<file path="src/rtl/signal_debouncer.sv">
// Two-flop (or deeper) synchronizer followed by a four-state debounce FSM.
// Emits a clean registered level plus a saturating count of rejected candidate changes.
module signal_debouncer #(
    parameter int SYNC_STAGES     = 2,
    parameter int DEBOUNCE_CYCLES = 4,
    parameter int GLITCH_W        = 8
) (
    input  logic                clk,
    input  logic                rst,
    input  logic                async_in,
    output logic                signal_out,
    output logic                busy,
    output logic [GLITCH_W-1:0] glitch_count
);

    localparam int CNT_W = ($clog2(DEBOUNCE_CYCLES) > 0) ? $clog2(DEBOUNCE_CYCLES) : 1;
    localparam logic [CNT_W-1:0] CNT_LAST = CNT_W'(DEBOUNCE_CYCLES - 1);

    typedef enum logic [1:0] {
        STABLE_LOW  = 2'd0,
        WAIT_HIGH   = 2'd1,
        STABLE_HIGH = 2'd2,
        WAIT_LOW    = 2'd3
    } state_t;

    logic [SYNC_STAGES-1:0] sync_q;
    logic                   s;
    state_t                 state_q;
    logic [CNT_W-1:0]       cnt_q;
    logic [GLITCH_W-1:0]    glitch_d;

    always_ff @(posedge clk or posedge rst) begin
        if (rst) begin
            sync_q <= '0;
        end else begin
            sync_q <= {sync_q[SYNC_STAGES-2:0], async_in};
        end
    end

    assign s = sync_q[SYNC_STAGES-1];

    // Rejected candidates are counted but the counter sticks at all-ones.
    assign glitch_d = (glitch_count == '1) ? glitch_count : glitch_count + 1'b1;

    always_ff @(posedge clk or posedge rst) begin
        if (rst) begin
            state_q      <= STABLE_LOW;
            cnt_q        <= '0;
            signal_out   <= 1'b0;
            busy         <= 1'b0;
            glitch_count <= '0;
        end else begin
            case (state_q)
                STABLE_LOW: begin
                    if (s) begin
                        state_q <= WAIT_HIGH;
                        cnt_q   <= CNT_W'(1);
                        busy    <= 1'b1;
                    end else begin
                        cnt_q <= '0;
                    end
                end
                WAIT_HIGH: begin
                    if (!s) begin
                        state_q      <= STABLE_LOW;
                        cnt_q        <= '0;
                        busy         <= 1'b0;
                        glitch_count <= glitch_d;
                    end else if (cnt_q == CNT_LAST) begin
                        state_q    <= STABLE_HIGH;
                        cnt_q      <= '0;
                        busy       <= 1'b0;
                        signal_out <= 1'b1;
                    end else begin
                        cnt_q <= cnt_q + 1'b1;
                    end
                end
                STABLE_HIGH: begin
                    if (!s) begin
                        state_q <= WAIT_LOW;
                        cnt_q   <= CNT_W'(1);
                        busy    <= 1'b1;
                    end else begin
                        cnt_q <= '0;
                    end
                end
                WAIT_LOW: begin
                    if (s) begin
                        state_q      <= STABLE_HIGH;
                        cnt_q        <= '0;
                        busy         <= 1'b0;
                        glitch_count <= glitch_d;
                    end else if (cnt_q == CNT_LAST) begin
                        state_q    <= STABLE_LOW;
                        cnt_q      <= '0;
                        busy       <= 1'b0;
                        signal_out <= 1'b0;
                    end else begin
                        cnt_q <= cnt_q + 1'b1;
                    end
                end
                default: begin
                    state_q <= STABLE_LOW;
                    cnt_q   <= '0;
                    busy    <= 1'b0;
                end
            endcase
        end
    end

endmodule

</file>
<file path="config.mk">
export PLATFORM = sky130hd
export DESIGN_NAME = signal_debouncer
export DESIGN_NICKNAME = d
export VERILOG_FILES = /design/src/rtl/signal_debouncer.sv
export SDC_FILE = /design/constraint.sdc
export NUM_CORES = 1
export LEC_CHECK = 0
export BUFFER_PORTS_ARGS = -buffer_cell sky130_fd_sc_hd__buf_2
export CAP_MARGIN = 5
export CORE_AREA = 2 2 42 44
export CTS_CLUSTER_DIAMETER = 200
export CTS_CLUSTER_SIZE = 30
export DETAILED_ROUTE_END_ITERATION = 12
export DIE_AREA = 0 0 44 46
export PLACE_DENSITY = 0.68
export SYNTH_ARGS = -nofsm -noshare
export SYNTH_HDL_FRONTEND = slang
export SYNTH_SLANG_ARGS = --single-unit
</file>
<file path="constraint.sdc">
create_clock -name clk -period 3.7 [get_ports clk]
set_input_delay 0.74 -clock clk [delete_from_list [all_inputs] [get_ports clk]]
set_output_delay 0.74 -clock clk [all_outputs]
set_load 0.05 [all_outputs]
</file>
==> impl_metrics.toml <==
[cts]
clockBufferDepth = 2
cts_resized = 0
cts_setup_buffers = 0
ctsRootBufferMaster = "clkbuf_4"
cts.sinks = 16
h-tree-depth = 1
clock_latency_ps = 270
ctsHoldBuffers = 0
tritoncts = "yes"
cts_made_buffers = 3
clk_pin_slew_ps = 100

[power]
ir_worst_vdd_mv = 0.508
netSwitchingPower_mw = 0.338
p_leak_nw = 0.389
powerDensity_mw_per_mm2 = 879
swShare_pct = 45.7
pwr-share-comb_pct = 43.6
intPower_mw = 0.402
seqPwrFrac_pct = 41.2
p_clk_share_pct = 15.2

[global_route]
antenna_found_initial = 0
globalRouteTotalUtil_pct = 13.3
grt.overflow.total = 0
grt_pass1_wl_um = 1970
grt_pass1_vias = 460
grt_max_degree = 17

[critical_path]
end_kind = "output port"
path_cells = "buf_2"
crit_type = "reg2out"
crit_buf_inv = 1
cpLargestDelayFamily = "flip-flops"
worst-endpoint-required_ps = 2960
slowest_stage = "dfrtp_1"
critical_path.startpoint_type = "register"
cpPeakStageDelay_ps = 460
arrival_ps = 1040
crit_fanout = 7

[logic_synthesis]
ys_warn_count = 0
syn_nets = 65
synth-async-reset-ratio_pct = 100
ys_ff_latch = 16
yosysSeqAreaShare_pct = 55.3
avgSynthCellArea_um2 = 12.1
synth-edff-count = 0
synth_cell_type_count = 25
syn_inst = 60
yosys_most_used_dff = "dfrtp_1"
syn-cell-area_um2 = 724

[floorplan]
initial_utilization_pct = 44.9
coreArea_mm2 = 0.00161
num_io_pins = 13
dieArea_mm2 = 0.00202
dieWidth_um = 44
fp-row-count = 15
die_y_um = 46

[timing]
worst_pin_slew_ps = 592
hold_violations = 0
min_period_ps = 1780
slew_headroom_pct = 60.5
finalClockSkew_ps = 5.80
rsz0062_at_grt = "no"
fmax_ghz = 0.560
final-max-slew-violation-count = 0
whs_ps = 363
setup_tns_ps = 0
period_share_pct = 48.2
fin_ws_ps = 1920
finalSetupViolations = 0

[finish]
final_common_cell = "dfrtp_1"
area_growth_pct = 16.2
fill_cells = 148
drive_gt1_share_pct = 38.2
final_cell_mix = "dfrtp_1 (16), buf_2 (12), nand2_1 (8)"
final_util_pct = 52.2
nets = 82
design_area_um2 = 842
diodes = 0

[place]
hpwl_um = 838
post-place-ws_ps = 2210
gp_congestion = 0.716
port_buffers = 12
placed_area_um2 = 806

[route]
wire_per_inst_um = 12.3
drt_first_pass_iters = 4
vias_per_cell = 5.31
antenna_left = 0
drtIter0Drc = 2
vias = 494
wl_um = 1150
drc = 0

[job]
drv_cap = 0

[min_path]
hold_path.class = "reg2reg"

[status]
status = "finished, final reports clean"
## cell usage after synthesis (all sizes together), types with 2 or more instances
cell,number,area [µm²]
a21oi,2,10.0
o21ai,5,28.8
nor2,2,10.0
and3,3,25.0
nand4,3,18.8
mux2,7,82.6
xnor2,2,17.5
dfrtp,16,400
ha,2,25.0
nand2,8,30.0
## sequential cells by signal, indices dropped and copies added (netlist names), named ones only
name / flops
busy: 1
cnt_q: 2
glitch_count: 8
signal_out: 1
sync_q: 2
state_q: 1
## power by group through the flow
stage                     logic [mW]  clock network (mW)  registers (mW)
after global routing           0.348               0.124           0.321
after detailed placement       0.325                   0           0.310
final                          0.323               0.112           0.305
after global placement         0.319                   0           0.307
after CTS                      0.326               0.116           0.306
after floorplan                0.131                   0           0.428
## area by class of cell
| type | instances | area (µm²) | area share (%) |
|---|---|---|---|
| repair buffers | 12 | 60.1 | 7.13 |
| inverters | 1 | 3.75 | 0.446 |
| flip-flops and latches | 16 | 400 | 47.5 |
| well taps | 17 | 21.3 | 2.53 |
| clock buffers | 4 | 36.3 | 4.31 |
| multi-input cells | 43 | 320 | 38.0 |
## routing by layer
layer | up-vias | wire length, µm | track usage (%)
met3 | 2 | 38 | 2.38
met1 | 237 | 548 | 17.9
met5 | - | 0 | 0
met4 | 0 | 15 | 5.45
li1 | 248 | - | -
met2 | 7 | 544 | 21.2
## per-stage QoR
step	power, mW	instances
5_1_grt	0.792	93
6_report	0.740	93
3_3_place_gp	0.626	89
3_5_place_dp	0.635	89
4_1_cts	0.749	93
2_1_floorplan	0.559	60
## cell families (layout without fill, tap and decap cells)
logic type                 Yosys count  after routing  share of synthesized area [%]
muxes                                7              7                           11.4
xor gates and xnor gates             3              3                           4.66
adders and majority gates            2              2                           3.45
buffers and inverters                1             17                          0.518
and+or+nand+nor                     21             21                           16.4
DFF                                 16             16                           55.3
AOI/OAI and AO/OA                   10             10                           8.29
## worst reg2reg max path, delay by kind of cell, from the launching register on
family	cells	cell delay, ps
and+or+nand+nor	2	360
xor gates and xnor gates	1	270
DFF	1	440
muxes	1	290
## path summary, 6_finish.rpt
path / startpoint / cells after the start / end / slack, ps
max: glitch_count[3] / 1 / glitch_count[3] / 1920
min: sync_q[0] / 0 / sync_q[1] / 360
max reg2reg: register / 4 / glitch_count[4] / 2230
min reg2reg: sync_q[0] / 0 / sync_q[1] / 360
max in group asynchronous: rst / 2 / state_q[0] / 2800
min in group asynchronous: rst / 2 / sync_q[0] / 510
(Power assumes the default switching activity.)
